File: config.mk
export PLATFORM = sky130hd
export DESIGN_NAME = seg_scan_driver
export DESIGN_NICKNAME = d
export VERILOG_FILES = /design/src/rtl/seg_scan_driver.sv
export SDC_FILE = /design/constraint.sdc
export NUM_CORES = 1
export LEC_CHECK = 0
export CORE_ASPECT_RATIO = 1.25
export CORE_MARGIN = 2
export CORE_UTILIZATION = 25
export DETAILED_ROUTE_END_ITERATION = 8
export SKIP_LAST_GASP = 1
export SYNTH_ARGS = -nofsm -noshare
export SYNTH_HDL_FRONTEND = slang
export SYNTH_SLANG_ARGS = --single-unit
File: constraint.sdc
create_clock -name clk -period 3.2 [get_ports clk]
set_input_delay 0.8 -clock clk [delete_from_list [all_inputs] [get_ports clk]]
set_output_delay 0.8 -clock clk [all_outputs]
set_load 0.1 [all_outputs]
File: src/rtl/seg_scan_driver.sv
// Multiplexed 7-segment scan driver with frame-synchronous double buffering,
// leading-zero blanking and PWM brightness.
module seg_scan_driver #(
    parameter int NUM_DIGITS     = 4,
    parameter int DIV_WIDTH      = 16,
    parameter bit SEG_ACTIVE_LOW = 1'b1,
    parameter bit AN_ACTIVE_LOW  = 1'b1
) (
    input  logic                    clk,
    input  logic                    rst_n,
    input  logic                    load_valid,
    output logic                    load_ready,
    input  logic [4*NUM_DIGITS-1:0] load_data,
    input  logic [NUM_DIGITS-1:0]   load_dp,
    input  logic [DIV_WIDTH-1:0]    div_value,
    input  logic [2:0]              duty,
    input  logic                    blank_lz,
    output logic [7:0]              seg,
    output logic [NUM_DIGITS-1:0]   an,
    output logic                    frame_done
);

    localparam int IDX_W = (NUM_DIGITS > 1) ? $clog2(NUM_DIGITS) : 1;
    localparam logic [IDX_W-1:0] LAST = IDX_W'(NUM_DIGITS - 1);
    localparam logic [7:0] SEG_OFF = {8{SEG_ACTIVE_LOW}};
    localparam logic [NUM_DIGITS-1:0] AN_OFF = {NUM_DIGITS{AN_ACTIVE_LOW}};

    logic [DIV_WIDTH-1:0]    pre_cnt;
    logic [IDX_W-1:0]        idx;
    logic [2:0]              pwm_cnt;
    logic [4*NUM_DIGITS-1:0] shadow_data;
    logic [NUM_DIGITS-1:0]   shadow_dp;
    logic [4*NUM_DIGITS-1:0] disp_data;
    logic [NUM_DIGITS-1:0]   disp_dp;
    logic                    pending;

    logic                  tick;
    logic                  wrap;
    logic                  accept;
    logic                  lit;
    logic                  run;
    logic [NUM_DIGITS-1:0] lz;
    logic [3:0]            nib;
    logic                  dp_bit;
    logic                  blank;
    logic [6:0]            pat;
    logic [7:0]            seg_raw;
    logic [NUM_DIGITS-1:0] an_raw;

    // >= (not ==) so a shrinking div_value never wraps through 2^DIV_WIDTH
    assign tick       = pre_cnt >= div_value;
    assign wrap       = tick && (idx == LAST);
    assign accept     = load_valid && !pending;
    assign load_ready = !pending;
    assign lit        = pwm_cnt <= duty;

    always_ff @(posedge clk or negedge rst_n) begin
        if (!rst_n) begin
            pre_cnt    <= '0;
            idx        <= '0;
            pwm_cnt    <= '0;
            frame_done <= 1'b0;
        end else begin
            pre_cnt    <= tick ? '0 : pre_cnt + DIV_WIDTH'(1);
            pwm_cnt    <= pwm_cnt + 3'd1;
            frame_done <= wrap;
            if (tick) begin
                idx <= wrap ? '0 : idx + IDX_W'(1);
            end
        end
    end

    // Shadow only moves to the display on a frame wrap, so frames never mix
    always_ff @(posedge clk or negedge rst_n) begin
        if (!rst_n) begin
            shadow_data <= '0;
            shadow_dp   <= '0;
            disp_data   <= '0;
            disp_dp     <= '0;
            pending     <= 1'b0;
        end else if (wrap && pending) begin
            disp_data <= shadow_data;
            disp_dp   <= shadow_dp;
            pending   <= 1'b0;
        end else if (accept) begin
            shadow_data <= load_data;
            shadow_dp   <= load_dp;
            pending     <= 1'b1;
        end
    end

    // lz[i]: digit i and every higher digit are zero
    always_comb begin
        lz  = '0;
        run = 1'b1;
        for (int i = NUM_DIGITS - 1; i >= 0; i--) begin
            run   = run && (disp_data[4*i +: 4] == 4'h0);
            lz[i] = run;
        end
        lz[0] = 1'b0;
    end

    always_comb begin
        nib    = '0;
        dp_bit = 1'b0;
        blank  = 1'b0;
        an_raw = '0;
        for (int i = 0; i < NUM_DIGITS; i++) begin
            if (idx == IDX_W'(i)) begin
                nib       = disp_data[4*i +: 4];
                dp_bit    = disp_dp[i];
                blank     = lz[i];
                an_raw[i] = lit;
            end
        end
    end

    always_comb begin
        pat = 7'h00;
        unique case (nib)
            4'h0: pat = 7'h3F;
            4'h1: pat = 7'h06;
            4'h2: pat = 7'h5B;
            4'h3: pat = 7'h4F;
            4'h4: pat = 7'h66;
            4'h5: pat = 7'h6D;
            4'h6: pat = 7'h7D;
            4'h7: pat = 7'h07;
            4'h8: pat = 7'h7F;
            4'h9: pat = 7'h6F;
            4'hA: pat = 7'h77;
            4'hB: pat = 7'h7C;
            4'hC: pat = 7'h39;
            4'hD: pat = 7'h5E;
            4'hE: pat = 7'h79;
            4'hF: pat = 7'h71;
        endcase
    end

    always_comb begin
        seg_raw = 8'h00;
        if (lit) begin
            seg_raw = {dp_bit, (blank_lz && blank) ? 7'h00 : pat};
        end
    end

    // XOR with the off pattern applies polarity at the output register only
    always_ff @(posedge clk or negedge rst_n) begin
        if (!rst_n) begin
            seg <= SEG_OFF;
            an  <= AN_OFF;
        end else begin
            seg <= seg_raw ^ SEG_OFF;
            an  <= an_raw ^ AN_OFF;
        end
    end

endmodule
### Yosys cells after proc, flatten, opt, wreduce, memory -nomap -nowiden

Memories as Yosys holds them, arrays and structs flattened.
Cells that the tools add are included.

* multiply operators: 0
* reductions and logical operators: 13
* add/sub/neg operators: 3
* order comparisons: 2
* multiplexer cells: 21
* shift-type cells: 0
* div/mod/pow operators: 0
* eq/ne operators: 3
* bitwise operators: 3

Operators with widths (number)
* $add A16 B1 Y16 const B: 1
* $ge A16 B16 Y1: 1
* $mux W16: 1
* $mux W4: 4
* $mux W1: 13
* $logic_not A4 Y1: 3
* $mux W8: 1
* $not A8 Y8: 1
* $mux W7: 1
* $logic_and A1 B1 Y1: 6
* $eq A2 B2 Y1 const B: 2
* $not A4 Y4: 1
* $add A3 B1 Y3 const B: 1
* $le A3 B3 Y1: 1
* $add A2 B1 Y2 const B: 1
* $eq A2 B1 Y1 const B: 1
* $logic_not A2 Y1: 1
* $mux W2: 1
* $reduce_and A2 Y1: 1
* $reduce_bool A2 Y1: 1
* $logic_not A1 Y1: 1
* $not A1 Y1: 1

* memories kept: 1
* bits in latches: 0
* ROM bits: 112
* word-level logic and storage cells: 57
* bits in registers: 75
* output and inout port bits: 14
* input bits: 43
* memory bits (writable): 0

Memory list
* (name not given): words 16, width 7, rd ports 1, clocked after memory_dff 0, wr ports 0, RTL line 120 `unique case (nib)`

### Logic depth before layout (Yosys ltp)

Gate-level depths: netlist of run 1.

* depth after elaboration: 10
* gate-level depth with buffers: 12
* gate-level depth less buffers: 11

### Worst setup path before layout of run 1

Ideal clock, no wire load.

* kind: input-to-reg
* from: in div_value[2]
* to: reg disp_data[10]
* required time: 3.060 ns
* stages: 8
* library setup time: 0.140 ns
* arrival time: 2.226 ns
* path slack: 0.834 ns
* cells stage by stage: inv_1 ha_1 a211oi_1 o21ai_1 a211oi_4 o211a_1 buf_4 o211ai_1

* longest elaborated chain between the ends: 3

RTL lines
* start: declaration: RTL line 15 `input logic [DIV_WIDTH-1:0] div_value,`
* $ge A16 B16 Y1: RTL line 51 `assign tick = pre_cnt >= div_value;`
* $logic_and A1 B1 Y1: RTL line 52 `assign wrap = tick && (idx == LAST);`
* $logic_and A1 B1 Y1: RTL line 81 `end else if (wrap && pending) begin`
* end signal: assignment: RTL line 82 `disp_data <= shadow_data;`
* end: declaration: RTL line 33 `logic [4*NUM_DIGITS-1:0] disp_data;`

No other way between the ends.
A chain may end at the register's enable or synchronous reset.

### Worst setup path in the final report of run 1

* from: in div_value[2]
* to: reg disp_data[12]

The elaborated chain is that of the path after synthesis.

==> results of run 1 <==
[through the flow]
stage / cell area, um^2 / instances / setup slack [ns] / hold WS (ns)
6_report: 5310 / 687 / 0.548 / 0.459
2_1_floorplan: 4180 / 412 / 0.834 / 0.418
5_1_grt: 5310 / 687 / 0.393 / 0.487
3_3_place_gp: 4970 / 671 / 0.236 / 0.432
4_1_cts: 5310 / 687 / 0.527 / 0.464
3_5_place_dp: 4970 / 671 / 0.177 / 0.456
[flip-flops by register name (all words and copies together) (netlist names)]
register,count
disp_dp,4
an,4
idx,2
disp_data,16
shadow_dp,4
pending,1
frame_done,1
pre_cnt,16
pwm_cnt,3
shadow_data,16
seg,8
[final cells by class]
cell class	instances	area, um^2
clock inverters	7	116
well taps	216	270
fillers	1678	11000
clock buffers	9	225
inverters	27	101
multi-input cells	286	2080
repair buffers	67	628
flip-flops and latches	75	1890
[cells in the final DEF, fill, tap and decap left out, drive strengths merged, types with 2 or more instances in the layout]
| cell type | synthesis | routed |
|---|---|---|
| a211o | 3 | 3 |
| o211ai | 23 | 23 |
| nor4 | 2 | 2 |
| xnor2 | 4 | 4 |
| nor2b | 5 | 5 |
| bufinv | 0 | 3 |
| o31ai | 2 | 2 |
| nor3 | 5 | 5 |
| nor2 | 31 | 31 |
| o21a | 2 | 2 |
| clkdlybuf4s50 | 0 | 41 |
| ha | 31 | 31 |
| mux2 | 22 | 22 |
| a211oi | 6 | 6 |
| o22ai | 3 | 3 |
| and3 | 2 | 2 |
| o221ai | 3 | 3 |
| inv | 27 | 27 |
| clkinv | 0 | 3 |
| a21oi | 7 | 7 |
| dfrtp | 63 | 63 |
| buf | 10 | 26 |
| clkbuf | 14 | 9 |
| o211a | 2 | 2 |
| and2 | 4 | 4 |
| mux2i | 2 | 2 |
| o2111ai | 20 | 20 |
| a31o | 2 | 2 |
| and4 | 4 | 4 |
| nand3 | 5 | 5 |
| dfstp | 12 | 12 |
| xor2 | 11 | 11 |
| nand4 | 6 | 6 |
| o21ai | 25 | 25 |
| nand2 | 45 | 45 |
[cells by family (layout without fill, tap and decap cells)]
kind of cell,after synthesis,after routing,synth area share
AO/OA/AOI/OAI,103,103,0.185
XOR/XNOR,15,15,0.0315
adder cells (fa/ha/maj),31,31,0.0929
buffers and inverters,51,110,0.0497
flip-flops,75,75,0.453
multiplexers,24,24,0.0641
AND/OR/NAND/NOR,113,113,0.124
[power breakdown]
group,leakage (uW),internal (uW),switching (uW)
Sequential,0.000845,1310,209
Clock,0.000165,760,396
Combinational,0.00125,847,1550
[how the worst min path moves through the flow]
stage                from    endpoint  slack [ns]  cells after the start
6_report       pwm_cnt[0]  pwm_cnt[0]        0.46                      1
5_1_grt        pwm_cnt[0]  pwm_cnt[0]        0.49                      1
4_1_cts        pwm_cnt[0]  pwm_cnt[0]        0.46                      1
3_5_place_dp   pwm_cnt[0]  pwm_cnt[0]        0.46                      1
3_3_place_gp   pwm_cnt[0]  pwm_cnt[0]        0.43                      1
2_1_floorplan  pwm_cnt[0]  pwm_cnt[0]        0.42                      1
[worst register-to-register path, stage by stage, from the launching register on]
cell	delay (ns)
dfrtp_1	0.43
ha_1	0.36
inv_2	0.38
o22ai_1	0.17
a31o_2	0.29
inv_1	0.09
ha_1	0.20
inv_1	0.09
nor3_1	0.18
a21oi_1	0.06
o221ai_1	0.18
[routing by layer]
layer  up-vias  global-route usage
met3        12              0.0188
met4         0              0.0553
li1       1596                   -
met5         -                   0
met2        70               0.187
met1      1624               0.138
==> run summary, run 1 <==
status: completed
DRT antenna net count: 0
total die area: 17800 um^2
first-pass GRT wire length: 16000 um
crit end category: register
Mapped Cells: 412
worst-path fanout max: 20
vias in the first global route: 3359
CTS tree: yes
Largest delay share family, worst path: compound AO/OA/AOI/OAI gates
CP startpoint: div_value[2]
DRT Wirelength: 9550 um
Initial Utilization: 0.257
fin crit period: 2.65 ns
Cell Area, Synth: 4180 um^2
RSZ-0062 raised after global routing: false
Arrival @ worst endpoint: 2.89 ns
cell depth of the worst setup path: 9
Longest Clk Path Bufs: 2
Initial DRT Pass Iterations: 4
register bit total from synthesis: 75
post-CTS setup repair buffer count: 0
GPL Wtd Cong: 0.805
Peak supply drop: 286 uV
final worst-path cycle share: 0.829
Port Buf Inserts: 56
EDFF count, synth: 0
CTS clk-pin slew, worst paths: 0.06 ns
io pins: 57
CTS sink count: 75
HP Class: register to register
First DRT Iteration DRCs: 240
largest net degree at the start of global routing: 76
PwrDens: 955 nW/um^2
Post-Syn Nets: 486
worst-case reg-to-reg path depth: 10
Root Driver: clkbuf_16
Max Clock Freq: 0.377 GHz
layout cells sized above 1: 0.176
met3 wire len: 388 um
CP Launch Type: input pin
reg-to-reg critical path endpoint: seg[5]
count leader, synth: dfrtp_1
Worst Tran Pin Value: 0.483 ns
Clock Skews: 0.00651 ns
Synth warnings: 0
Final Core Density: 0.326
worst-path cell chain: clkdlybuf4s50_1 > inv_1 > ha_1 > a211oi_1 > o21ai_1 > a211oi_4 > buf_4 > o2111ai_1 > o211ai_1
Vias/cell: 4.81
dominant cells by area after synthesis: dfrtp_1 38%, ha_1 9.3%, dfstp_2 7.5%
max-cap viol count: 0
Synth Flop Type: dfrtp_1
Final nets: 540
Die X: 120 um
Hold-fix buffers, CTS: 0
Tot GR Track Use: 0.111
Max stage delay on crit path: 0.45 ns
top post-synthesis cells by count: 63 x dfrtp_1, 45 x nand2_1, 31 x ha_1, 31 x nor2_1, 26 x inv_1
FF-to-FF Start: idx[0]
post-cts resize count: 0
Synth Area per Inst: 10.1 um^2
total power: 5070 uW
r2r setup slk: 0.67 ns
M1 WL: 4360 um
Core Area: 16300 um^2
top routing layer used: met4
floorplan row count: 52
Synth area leader: dfrtp_1
max_slew headroom: 0.677
CP bufs+invs: 3
DR WL met2: 4620 um
slowest CP cell: clkdlybuf4s50_1
Lkg Pwr: 0.00226 uW
antenna violations before repair: 0
Netlist cell types: 51
Worst Path Required: 3.44 ns
Fin. Hold Viols: 0
top cell type's share of synthesized area: 0.377
Synth async-reset ratio: 1.00
Synth-to-Final Area Change: 27.1%
H-tree Lvls: 3
WL/cell: 13.9 um
drc violations: 0
HPWL after detailed placement: 7010 um
fin. max-slew vios: 0
worst setup path category: input pin to register
final setup vio count: 0
Clock Latency Late Sink: 0.34 ns
die height: 149 um
register area share after synthesis: 0.453
Antenna Cells: 0
Setup crit end: disp_data[12]
setup TNS: 0 ns
DR vias: 3302
grt total ovfl: 0
number of buffers created by CTS: 9
No activity file was read; power rests on OpenSTA's default activity.
==> run 2, diff against run 1 <==
Clock period 3.2 ns to 2.7 ns, I/O delays scaled along.
==> run 2 against run 1 <==
Register-to-register slack got worse by 0.32 ns. Critical path depth did not move. Non-clock buffer count is 4 higher. Utilization down 0.25 points. Hold slack lost 0.10 ns. Sequential power grew 19%. Die area is the same. Critical endpoint unchanged. Largest power group unchanged.
==> run summary, run 2 (same netlist as run 1, synthesis figures left out) <==
Hold-fix buffers, CTS: 0
io pins: 57
RSZ-0062 raised after global routing: false
post-cts resize count: 0
worst-path cell chain: clkdlybuf4s50_1 > inv_1 > ha_1 > a211oi_1 > o21ai_1 > a211oi_4 > buf_4 > o2111ai_1 > o211ai_1
Largest delay share family, worst path: compound AO/OA/AOI/OAI gates
vias in the first global route: 3362
number of buffers created by CTS: 9
top flop regs: disp_data: 16 flops, pre_cnt: 16 flops, shadow_data: 16 flops
floorplan row count: 52
Storage cell area: 1890 um^2
multi-input combinational cell area: 2080 um^2
Antenna Cells: 0
drc violations: 0
first-pass GRT wire length: 16400 um
CTS sink count: 75
final worst-path cycle share: 0.942
Hold Slack: 0.358 ns
most common cell after layout, fill and taps aside: dfrtp_1
Die X: 120 um
Clock Latency Late Sink: 0.33 ns
Final nets: 544
max-cap viol count: 0
fin crit period: 2.54 ns
worst-path fanout max: 20
GPL Wtd Cong: 0.816
Worst Tran Pin Value: 0.607 ns
status: completed
CP bufs+invs: 3
die height: 149 um
pre-CTS setup slack: -0.197 ns
total die area: 17800 um^2
HP Class: input pin to async pin
CP Launch Type: input pin
Max Clock Freq: 0.393 GHz
post-CTS setup repair buffer count: 0
setup slack after layout: 0.157 ns
Synth-to-Final Area Change: 26.2%
Initial Utilization: 0.257
DRT Wirelength: 9860 um
Core Area: 16300 um^2
H-tree Lvls: 3
Peak supply drop: 351 uV
First DRT Iteration DRCs: 276
Initial DRT Pass Iterations: 4
fin. max-slew vios: 0
largest net degree at the start of global routing: 37
worst setup path category: input pin to register
antenna violations before repair: 0
commonest cells after routing, fill and taps aside: 63 x dfrtp_1, 45 x nand2_1, 41 x clkdlybuf4s50_1
Root Driver: clkbuf_16
post-route cell area: 5270 um^2
HPWL after detailed placement: 7340 um
Tot GR Track Use: 0.114
crit end category: register
total power: 5750 uW
CTS clk-pin slew, worst paths: 0.06 ns
filler instances: 1654
PwrDens: 1090 nW/um^2
final setup vio count: 0
DRT antenna net count: 0
max_slew headroom: 0.595
CTS tree: yes
placed inst area: 5000 um^2
DR vias: 3333
Arrival @ worst endpoint: 2.79 ns
Worst Path Required: 2.94 ns
Fin. Hold Viols: 0
Max stage delay on crit path: 0.46 ns
layout cells sized above 1: 0.181
WL/cell: 14.3 um
Port Buf Inserts: 56
Lkg Pwr: 0.00225 uW
Final Core Density: 0.324
Clock Skews: 0.00398 ns
slowest CP cell: clkdlybuf4s50_1
grt total ovfl: 0
Vias/cell: 4.82
Longest Clk Path Bufs: 2
-- run 2: final cells by class --
cell class | count | area share
clock inverter | 5 | 0.00546
clock buffer | 11 | 0.0461
tap | 216 | 0.0513
timing repair buffer | 71 | 0.125
sequential | 75 | 0.359
multi-input combinational | 286 | 0.394
inverter | 27 | 0.0192
-- run 2: final timing paths --
kind | slack, ns | endpoint | cells past startpoint | start
max in group asynchronous | 1.69 | seg[2] | 2 | rst_n
min in group clk | 0.46 | pwm_cnt[0] | 1 | pwm_cnt[0]
max | 0.16 | disp_data[12] | 9 | div_value[2]
min reg2reg | 0.46 | pwm_cnt[0] | 1 | pwm_cnt[0]
min | 0.36 | pwm_cnt[2] | 1 | rst_n
max reg2reg | 0.35 | seg[3] | 8 | idx[0]
-- run 2: metal layers --
layer,track usage,up-vias,part of all wire
met3,0.0288,6,0.048
li1,-,1605,-
met5,0,-,0
met2,0.194,73,0.49
met4,0.0353,0,0.011
met1,0.142,1649,0.45
-- run 2: per-stage QoR --
stage                     cells  TNS (ns)
after global placement      675     -3.32
after CTS                   691         0
after detailed placement    675     -4.99
after global routing        691         0
after floorplan             412         0
final                       691         0
-- run 2: power breakdown --
part | switching (uW) | internal, uW | total [uW]
sequential | 252 | 1550 | 1810
clock | 454 | 642 | 1100
combinational | 1830 | 1020 | 2850
==> run 3, diff against run 2 <==
Settings changed: SKIP_CTS_REPAIR_TIMING set to 1, SLEW_MARGIN set to 20.
Clock period 2.7 ns to 2.9 ns, I/O delays scaled along.
==> run 3 against run 2 <==
Wire length is 2.0% lower. Register-to-register slack gained 0.21 ns. Total power down 7.7%. Clock power down 9.7%. Global-route usage is 0.30 points lower. Die area is the same. Flip-flop and latch count stayed put. Critical path type unchanged. Critical endpoint unchanged. Highest routed layer unchanged.
==> run summary, run 3 (same netlist as run 1, synthesis figures left out) <==
status: completed
final worst-path cycle share: 0.876
Port Buf Inserts: 56
CP bufs+invs: 3
First DRT Iteration DRCs: 220
Vias/cell: 4.77
CTS clk-pin slew, worst paths: 0.05 ns
Largest delay share family, worst path: compound AO/OA/AOI/OAI gates
Initial DRT Pass Iterations: 4
RSZ-0062 raised after global routing: false
fin. max-slew vios: 0
most common cell after layout, fill and taps aside: dfrtp_1
io pins: 57
largest net degree at the start of global routing: 37
slowest CP cell: clkdlybuf4s50_1
filler instances: 1684
post-route cell area: 5250 um^2
Final Core Density: 0.322
layout cells sized above 1: 0.174
CP Launch Type: input pin
CTS sink count: 75
Peak supply drop: 304 uV
fin crit period: 2.54 ns
grt total ovfl: 0
DRT antenna net count: 0
Longest Clk Path Bufs: 2
Tot GR Track Use: 0.111
commonest cells after routing, fill and taps aside: 63 x dfrtp_1, 45 x nand2_1, 41 x clkdlybuf4s50_1
Die X: 120 um
Antenna Cells: 0
Clock Skews: 0.00361 ns
Core Area: 16300 um^2
number of buffers created by CTS: 9
max-cap viol count: 0
worst-path cell chain: clkdlybuf4s50_1 > inv_1 > ha_1 > a211oi_1 > o21ai_1 > a211oi_4 > buf_4 > o2111ai_1 > o211ai_1
HP Class: input pin to async pin
floorplan row count: 52
total die area: 17800 um^2
CTS tree: yes
placed cell count: 673
worst-path fanout max: 20
final setup vio count: 0
WL/cell: 14.0 um
Max Clock Freq: 0.394 GHz
Cell Count, Final, Fillers Out: 688
top flop regs: disp_data: 16 flops, pre_cnt: 16 flops, shadow_data: 16 flops
H-tree Lvls: 3
crit end category: register
first-pass GRT wire length: 15800 um
placed inst area: 4980 um^2
worst setup path category: input pin to register
Worst Path Required: 3.15 ns
DRT Wirelength: 9660 um
GPL Wtd Cong: 0.810
DR vias: 3283
drc violations: 0
Clock Latency Late Sink: 0.33 ns
Root Driver: clkbuf_16
antenna violations before repair: 0
Worst Tran Pin Value: 0.616 ns
Arrival @ worst endpoint: 2.79 ns
max_slew headroom: 0.589
die height: 149 um
Synth-to-Final Area Change: 25.6%
PwrDens: 1010 nW/um^2
vias in the first global route: 3246
HPWL after detailed placement: 7150 um
Lkg Pwr: 0.00223 uW
Initial Utilization: 0.257
Final nets: 542
Max stage delay on crit path: 0.45 ns
Fin. Hold Viols: 0
run 3: power by group:
group | switching (uW) | internal (uW) | total [uW]
Sequential | 229 | 1450 | 1670
Combinational | 1700 | 943 | 2640
Clock | 400 | 593 | 993
run 3: final timing paths:
check | startpoint | to | slack [ns] | cells past startpoint
worst min register to register | pwm_cnt[0] | pwm_cnt[0] | 0.46 | 1
worst max-delay path | div_value[2] | disp_data[12] | 0.36 | 9
min in group clk | pwm_cnt[0] | pwm_cnt[0] | 0.46 | 1
max in group asynchronous | rst_n | pre_cnt[14] | 1.84 | 2
worst min-delay path | rst_n | idx[1] | 0.41 | 1
worst max register to register | idx[0] | seg[3] | 0.56 | 8
run 3: layer usage:
layer / part of all wire / vias up / GRT usage
met5: 0 / - / 0
met4: 0.029 / 0 / 0.0612
met3: 0.040 / 17 / 0.0150
met2: 0.47 / 84 / 0.177
met1: 0.46 / 1582 / 0.145
li1: - / 1600 / -
run 3: metrics by stage:
stage	power [uW]	TNS, ns	worst slack [ns]	hold WS, ns
floorplan	3730	0	0.609	0.418
global placement	4270	0	0.0242	0.433
detailed placement	4350	-0.00294	-0.00294	0.458
CTS	5360	0	0.348	0.434
global route	5680	0	0.178	0.465
finish	5310	0	0.360	0.411
run 3: cell type report:
type,count,area (um^2),area share
tap,216,270,0.0515
sequential,75,1890,0.361
clock inverter,3,15.0,0.00286
timing repair buffer,69,643,0.123
inverter,27,101,0.0193
multi-input combinational,286,2080,0.396
clock buffer,12,246,0.0470
